[config.mk]
export PLATFORM = sky130hd
export DESIGN_NAME = alu_seq
export DESIGN_NICKNAME = d
export VERILOG_FILES = /design/src/rtl/alu_seq.sv
export SDC_FILE = /design/constraint.sdc
export NUM_CORES = 1
export LEC_CHECK = 0
export BUFFER_PORTS_ARGS = -buffer_cell sky130_fd_sc_hd__buf_2
export CORE_ASPECT_RATIO = 1.4
export CORE_MARGIN = 4
export CORE_UTILIZATION = 30
export DETAILED_ROUTE_END_ITERATION = 16
export HOLD_SLACK_MARGIN = 0.02
export PLACE_DENSITY = 0.45
export SETUP_SLACK_MARGIN = 0.15
export SKIP_CTS_REPAIR_TIMING = 1
export SYNTH_ARGS = -nofsm -noshare
export SYNTH_HDL_FRONTEND = slang
export SYNTH_SLANG_ARGS = --single-unit
[constraint.sdc]
create_clock -name clk -period 7.4 [get_ports clk]
set_input_delay 0.37 -clock clk [delete_from_list [all_inputs] [get_ports clk]]
set_output_delay 0.37 -clock clk [all_outputs]
set_load 0.02 [all_outputs]
[src/rtl/alu_seq.sv]
// Handshaked WIDTH-bit ALU: single-cycle logic/arith ops plus iterative
// shift-add multiply and 1-bit-per-cycle shifts, result returned on a valid/ready handshake.
module alu_seq #(
    parameter int WIDTH = 8
) (
    input  logic             clk,
    input  logic             rst,
    input  logic             in_valid,
    output logic             in_ready,
    input  logic [3:0]       op,
    input  logic [WIDTH-1:0] a,
    input  logic [WIDTH-1:0] b,
    output logic             out_valid,
    input  logic             out_ready,
    output logic [WIDTH-1:0] result,
    output logic             carry,
    output logic             overflow,
    output logic             zero,
    output logic             negative,
    output logic             err
);
    localparam int SHAMT_W = $clog2(WIDTH);
    localparam int CNT_W   = $clog2(WIDTH + 1);

    localparam logic [3:0] OP_ADD = 4'd0, OP_SUB = 4'd1, OP_NOT = 4'd2, OP_AND = 4'd3,
                           OP_OR  = 4'd4, OP_XOR = 4'd5, OP_SLT = 4'd6, OP_EQ  = 4'd7,
                           OP_MUL = 4'd8, OP_SHL = 4'd9, OP_SRA = 4'd10;

    typedef enum logic [1:0] {IDLE, CALC, DONE} state_t;
    state_t state, state_nxt;

    logic               accept, is_iter;
    logic [SHAMT_W-1:0] shamt;
    logic [CNT_W-1:0]   cnt;
    logic               mul_q, sra_q;
    logic [2*WIDTH-1:0] mcand, prod, prod_nxt;
    logic [WIDTH-1:0]   mplier, sh, sh_nxt;

    logic [WIDTH:0]     add_full, sub_full;
    logic               add_ovf, sub_ovf;
    logic [WIDTH-1:0]   sc_res;
    logic               sc_carry, sc_ovf, sc_err;

    assign accept  = in_valid & in_ready;
    assign shamt   = b[SHAMT_W-1:0];
    assign is_iter = (op == OP_MUL) || (((op == OP_SHL) || (op == OP_SRA)) && (shamt != '0));

    // State register
    always_ff @(posedge clk) begin
        if (rst) state <= IDLE;
        else     state <= state_nxt;
    end

    // Next-state logic
    always_comb begin
        state_nxt = state;
        case (state)
            IDLE: if (accept) state_nxt = is_iter ? CALC : DONE;
            CALC: if (cnt == CNT_W'(1)) state_nxt = DONE;
            DONE: if (out_ready) state_nxt = IDLE;
            default: state_nxt = IDLE;
        endcase
    end

    // Handshake outputs
    always_comb begin
        in_ready  = (state == IDLE);
        out_valid = (state == DONE);
    end

    // Single-cycle datapath; SUB overflow is judged against ~b, the adder's real operand
    assign add_full = {1'b0, a} + {1'b0, b};
    assign sub_full = {1'b0, a} + {1'b0, ~b} + {{WIDTH{1'b0}}, 1'b1};
    assign add_ovf  = (a[WIDTH-1] == b[WIDTH-1])  && (add_full[WIDTH-1] != a[WIDTH-1]);
    assign sub_ovf  = (a[WIDTH-1] == ~b[WIDTH-1]) && (sub_full[WIDTH-1] != a[WIDTH-1]);

    always_comb begin
        sc_res   = '0;
        sc_carry = 1'b0;
        sc_ovf   = 1'b0;
        sc_err   = 1'b0;
        case (op)
            OP_ADD: begin sc_res = add_full[WIDTH-1:0]; sc_carry = add_full[WIDTH]; sc_ovf = add_ovf; end
            OP_SUB: begin sc_res = sub_full[WIDTH-1:0]; sc_carry = sub_full[WIDTH]; sc_ovf = sub_ovf; end
            OP_NOT: sc_res = ~a;
            OP_AND: sc_res = a & b;
            OP_OR:  sc_res = a | b;
            OP_XOR: sc_res = a ^ b;
            OP_SLT: sc_res = {{(WIDTH-1){1'b0}}, sub_full[WIDTH-1] ^ sub_ovf};
            OP_EQ:  sc_res = {{(WIDTH-1){1'b0}}, a == b};
            OP_MUL: sc_res = '0;
            OP_SHL, OP_SRA: sc_res = a;   // only reached with a zero shift amount
            default: sc_err = 1'b1;
        endcase
    end

    // One iteration of the multi-cycle ops
    assign prod_nxt = mplier[0] ? prod + mcand : prod;
    assign sh_nxt   = sra_q ? {sh[WIDTH-1], sh[WIDTH-1:1]} : {sh[WIDTH-2:0], 1'b0};

    always_ff @(posedge clk) begin
        if (rst) begin
            cnt <= '0; mul_q <= 1'b0; sra_q <= 1'b0;
            mcand <= '0; prod <= '0; mplier <= '0; sh <= '0;
            result <= '0; carry <= 1'b0; overflow <= 1'b0;
            zero <= 1'b0; negative <= 1'b0; err <= 1'b0;
        end else begin
            if (state == IDLE && accept) begin
                mul_q  <= (op == OP_MUL);
                sra_q  <= (op == OP_SRA);
                cnt    <= (op == OP_MUL) ? CNT_W'(WIDTH) : CNT_W'(shamt);
                mcand  <= {{WIDTH{1'b0}}, a};
                mplier <= b;
                prod   <= '0;
                sh     <= a;
                if (!is_iter) begin
                    result   <= sc_res;
                    carry    <= sc_carry;
                    overflow <= sc_ovf;
                    err      <= sc_err;
                    zero     <= (sc_res == '0);
                    negative <= sc_res[WIDTH-1];
                end
            end else if (state == CALC) begin
                cnt    <= cnt - CNT_W'(1);
                prod   <= prod_nxt;
                mcand  <= {mcand[2*WIDTH-2:0], 1'b0};
                mplier <= {1'b0, mplier[WIDTH-1:1]};
                sh     <= sh_nxt;
                if (cnt == CNT_W'(1)) begin
                    result   <= mul_q ? prod_nxt[WIDTH-1:0] : sh_nxt;
                    carry    <= mul_q && (prod_nxt[2*WIDTH-1:WIDTH] != '0);
                    overflow <= 1'b0;
                    err      <= 1'b0;
                    zero     <= ((mul_q ? prod_nxt[WIDTH-1:0] : sh_nxt) == '0);
                    negative <= mul_q ? prod_nxt[WIDTH-1] : sh_nxt[WIDTH-1];
                end
            end
        end
    end
endmodule
# Yosys cells after proc, flatten, opt, wreduce, memory -nomap -nowiden
# Cells that the tools add are included.
[word_totals]
in_bits = 24
regBits = 69
[classes]
addsub = 5
n_eq_ne = 22
reduce_logical = 20
n_mux = 44
bitwise_logic = 8
[ops]
columns = ["operator", "n"]
rows = [
  ["$mux W8", 12],
  ["$pmux W8 S9", 1],
  ["$mux W1", 20],
  ["$add A8 B8 Y9", 2],
  ["$add A16 B16 Y16", 1],
  ["$eq A4 B3 Y1 const B", 4],
  ["$logic_not A8 Y1", 2],
  ["$mux W16", 1],
  ["$not A8 Y8", 2],
  ["$eq A4 B4 Y1 const B", 3],
  ["$mux W4", 3],
  ["$reduce_or A11 Y1", 1],
  ["$add A9 B1 Y9 const B", 1],
  ["$and A8 B8 Y8", 1],
  ["$eq A4 B1 Y1 const B", 2],
  ["$eq A4 B2 Y1 const B", 2],
  ["$eq A8 B8 Y1", 1],
  ["$mux W2", 4],
  ["$or A8 B8 Y8", 1],
  ["$reduce_bool A8 Y1", 1],
  ["$xor A8 B8 Y8", 1],
  ["$pmux W2 S3", 1],
  ["$reduce_and A3 Y1", 2],
  ["$logic_and A1 B1 Y1", 5],
  ["17 further kinds", 25],
]

# Logic depth before layout (Yosys ltp)
[depth]
depth_word = 10
ltp_mapped = 11
mapped_depth_nobuf = 11

# Least setup slack after synthesis
# No wires, ideal clock.
[synth_path]
path_type = "reg2reg"
from = "register mcand[0]"
to = "register carry"
path_stages_with_launch = 12
t_arrival_ns = 2.511
setup_time_ns = 0.122
slack_ns = 4.767
cell_sequence = "dfxtp_1 > ha_1 > inv_1 > fa_1 > nand2b_1 > a21o_1 > a31oi_2 > a41oi_1 > xnor2_1 > a211oi_1 > nand4_1 > o311a_1"
[synth_via]
elab_chain_len = 7
[synth_rtl]
columns = ["item", "line", "rtl"]
rows = [
  ["from (decl)", "36", "logic [2*WIDTH-1:0] mcand, prod, prod_nxt;"],
  ["from (signal assigned)", "112", "mcand <= {{WIDTH{1'b0}}, a};"],
  ["from (signal assigned)", "127", "mcand <= {mcand[2*WIDTH-2:0], 1'b0};"],
  ["$add A16 B16 Y16", "98", "assign prod_nxt = mplier[0] ? prod + mcand : prod;"],
  ["$mux W16", "98", ""],
  ["$reduce_bool A8 Y1", "132", "carry <= mul_q && (prod_nxt[2*WIDTH-1:WIDTH] != '0);"],
  ["$logic_and A1 B1 Y1", "132", ""],
  ["$mux W1", "130", "if (cnt == CNT_W'(1)) begin"],
  ["$mux W1", "124", "end else if (state == CALC) begin"],
  ["$mux W1", "108", "if (state == IDLE && accept) begin"],
  ["to (signal assigned)", "118", "carry <= sc_carry;"],
  ["to (signal assigned)", "132", ""],
  ["to (decl)", "16", "output logic carry,"],
]
# Every way passes these cells. The select of a mux whose other input is x is not followed.
# A chain may end at the register's enable or synchronous reset.

# Final worst setup path
[layout_path]
from = "register state[0]"
to = "register carry"
[layout_via]
elab_chain_len = 5
[layout_rtl]
columns = ["item", "line", "rtl"]
rows = [
  ["from (decl)", "30", "state_t state, state_nxt;"],
  ["from (signal assigned)", "51", "else state <= state_nxt;"],
  ["$logic_not A2 Y1", "67, 108", ""],
  ["$and A1 B1 Y1", "44", "assign accept = in_valid & in_ready;"],
  ["$logic_and A1 B1 Y1", "108", ""],
  ["$ne A2 B2 Y1 (no source line) / $reduce_bool A2 Y1 (equally long branches)", "--", ""],
  ["$reduce_and A3 Y1 (no source line)", "--", ""],
]
# Parallel ways exist; a longest one is shown, timed or not.

==> impl_summary.txt <==
----------------------------------------------------
[Place]
  Routability congestion estimate from global placement ... 0.899
  Port-buffer cells ... 38
  Post-placement cell area ... 5760 um2
  Dpl ws ... 4260 ps
  Total instance count after detailed placement ... 928
  Final HPWL from detailed placement ... 13500 um

[Timing]
  Final-layout setup total negative slack ... 0 ps
  RSZ-0062 raised after global routing ... no
  Final hold violation count ... 0
  Fin Hold WS ... 329 ps
  Final setup violation count ... 0
  Max frequency ... 0.319 GHz
  Final worst-path cycle share ... 0.424
  Clock Skew ... 14.5 ps
  Final worst setup slack ... 4260 ps
  Final critical path time including I/O delays and setup ... 3140 ps
  Worst rel slew slack ... 0.297
  Final slew viol count ... 0
  Least-Margin Pin Slew ... 1050 ps

[Floorplanning]
  Die height ... 168 um
  Top-Level Pins ... 39
  Die width ... 122 um
  Placeable core region ... 18000 um2
  Die footprint ... 20500 um2
  Initial cell density of the core ... 0.305
  Row count ... 58

[Logic synthesis]
  Part of the Yosys area used for sequential elements ... 0.248
  Portion of synthesized cell area occupied by the leading cell type ... 0.248
  Mean instance size in the synthesized netlist ... 7.89 um2
  Yosys cell types ... 90
  Instance count of the mapped netlist ... 695
  Predominant post-synthesis flop cell ... dfxtp_1
  Number of enable-type register cells in the synthesized netlist ... 0
  Netlist Area Pre-Place ... 5480 um2
  Synthesized flop and latch total ... 68
  Yosys warning total ... 0
  Share of synthesized registers carrying an async set or reset ... 0
  Cell type with the highest aggregate area in the netlist ... dfxtp_1
  Mapped Nets ... 763
  Largest cells by area after synthesis ... dfxtp_1 (25%), ha_1 (9.4%), a21oi_1 (6.5%)

[Global routing]
  Wire length of the first global-routing pass ... 27800 um
  Largest net degree at the start of global routing ... 33
  Total overflow reported by the global router ... 0
  Initial antenna violation count ... 0
  Number of global-route vias before repair ... 5159
  Overall fraction of global-route tracks in use ... 0.172

[Routing]
  DRC viols ... 0
  Violation count after the first detailed-routing iteration ... 271
  Max layer used ... met4
  TritonRoute pass-1 iters ... 7
  Total via count in the routed design ... 5156
  Final antenna-violating net count ... 0
  WL met3 ... 490 um
  Number of vias per cell ... 5.46
  Met2 Wirelength ... 9570 um
  Routed len/inst ... 18.7 um
  Detailed-route wire length ... 17700 um
  Length of routed wiring on met1 ... 7130 um

[Worst setup path]
  Critical path start-end classification ... reg2reg
  Arrival time at the worst endpoint ... 3360 ps
  Critical-path cell list ... nand2b_1 -> or2_1 -> o21ai_4 -> a22oi_2 -> o21ai_1 -> nor3_2 -> nand4_1 -> o311a_1
  Crit Reg-Reg Endpoint ... carry
  Startpoint of the lowest-slack register-to-register path ... state[0]
  Flop-to-flop setup slack ... 4260 ps
  Critical-path maximum fanout ... 17
  Cell with the biggest individual delay on the critical path ... dfxtp_1
  Largest incremental delay on the critical path ... 770 ps
  Data required time of the critical path ... 7630 ps
  Critical path endpoint category ... register
  Worst reg2reg path depth ... 8
  Startpoint type of the worst setup path ... register

[Layout]
  Leading cell types in the layout, fill and taps excluded ... nand2_1 (80), a21oi_1 (71), dfxtp_1 (68), nor2_1 (62), ha_1 (41)
  Final standard cell count with taps included and fillers excluded ... 944
  Layout fillers ... 1987
  Most common cell after layout, fill and taps aside ... nand2_1
  Area growth syn-to-layout ... 10.7%
  Sequential cell area ... 1360 um2
  Number of nets in the final layout ... 767
  Proportion of layout cells with a drive suffix above 1 ... 0.141
  Post-route design area ... 6070 um2
  Final core utilization ... 0.337
  Area of the multi-input gates ... 3740 um2
  Antenna Diode Count ... 0

[Clock tree]
  Clock transition at the registers of the reported paths ... 70 ps
  Depth of the CTS H-tree ... 3
  Worst skew pair latency ... 340 ps
  Library cell used as clock root buffer ... clkbuf_16
  CTS tree ... built
  Clk sink count ... 68
  Buffer depth of the longest clock path ... 2
  Cts bufs inserted ... 9

[Hold path]
  Hold/Removal Path Class ... in2reg
  Number of cells traversed by the worst hold path ... 3
  Hold path endpoint ... mplier[7]
  Origin of the worst min-delay path ... b[7]

[Status]
  Status ... complete, no violations

[Pwr]
  Leakage component of the power ... 2.37 nW
  Maximum VDD drop ... 0.110 mV
  Total power after layout ... 1.11 mW
  Power density over the cells ... 183 nW/um2

[Flow run]
  Maxcap violations ... 0

----------------------------------------------------
[sequential cells by signal, summed over array words and instances, names as in the netlist]
signal and flops:
sra_q 1, err 1, mplier 8, state 2, prod 16, cnt 4, zero 1, mul_q 1
mcand 16, result 8, sh 8, carry 1, overflow 1
[worst max path at each step]
stage                         from  endpoint  slack [ps]  depth (start not counted)
after floorplan           mcand[0]     carry        4770                         11
after global placement    state[0]     carry        4340                          8
after detailed placement  state[0]     carry        4260                          8
after CTS                 state[0]     carry        4230                          8
after global routing      state[0]      zero        4040                          7
final                     state[0]     carry        4260                          8
[kinds of logic (layout without fill, tap and decap cells)]
kind of cell / after synthesis / count (layout) / synth area share
AO/OA/AOI/OAI: 234 / 234 / 0.311
XOR/XNOR: 25 / 25 / 0.0399
adder cells (fa/ha/maj): 44 / 44 / 0.105
buffers and inverters: 85 / 94 / 0.0689
flip-flops: 68 / 68 / 0.248
multiplexers: 12 / 12 / 0.0228
AND/OR/NAND/NOR: 227 / 227 / 0.204
[worst max-delay path: cells and delay by family (launching register included)]
kind / cells / cell delay [ps]
simple gates: 4 / 1250
compound gates: 4 / 990
flops: 1 / 770
[area by class of cell]
type | count | share of cell area
Multi-Input combinational cell | 542 | 0.617
Sequential cell | 68 | 0.224
Tap cell | 240 | 0.0495
Clock buffer | 9 | 0.0371
Timing Repair Buffer | 42 | 0.0363
Inverter | 36 | 0.0223
Clock inverter | 7 | 0.0138
[report_power, final]
part	leakage, nW	total, mW	switching, mW	internal (mW)
sequential	0.554	0.406	0.0204	0.385
combinational	1.66	0.247	0.156	0.0910
clock	0.149	0.455	0.188	0.267
total	2.37	1.11	0.364	0.743
[Yosys cell counts, types with 4 or more instances]
| cell type | instances |
|---|---|
| o22ai_1 | 7 |
| xnor2_1 | 16 |
| ha_1 | 41 |
| o221a_2 | 12 |
| dfxtp_1 | 68 |
| o211ai_1 | 7 |
| o21ai_0 | 16 |
| mux2_2 | 4 |
| a221oi_1 | 5 |
| xor2_1 | 9 |
| o22a_1 | 6 |
| mux2i_1 | 8 |
| a21oi_1 | 71 |
| nand2b_1 | 9 |
| nor3_1 | 10 |
| nor4_1 | 4 |
| nand2_1 | 80 |
| inv_1 | 35 |
| nor2b_1 | 11 |
| o21ai_1 | 8 |
| buf_2 | 17 |
| nand3_1 | 11 |
| and2_1 | 4 |
| a211oi_1 | 12 |
| nand4_1 | 5 |
| a2bb2oi_1 | 6 |
| clkbuf_1 | 23 |
| a22oi_1 | 22 |
| or3_1 | 4 |
| a31oi_1 | 5 |
| o21bai_1 | 4 |
| nor2_1 | 62 |
| a21o_1 | 6 |
[per-layer routing]
metal  track usage  vias to the layer above
met5             0                        -
met4        0.0682                        0
met3        0.0192                       27
met2         0.325                       97
met1         0.191                     2485
li1              -                     2547
Note: power is estimated with default switching activity, not from simulation.
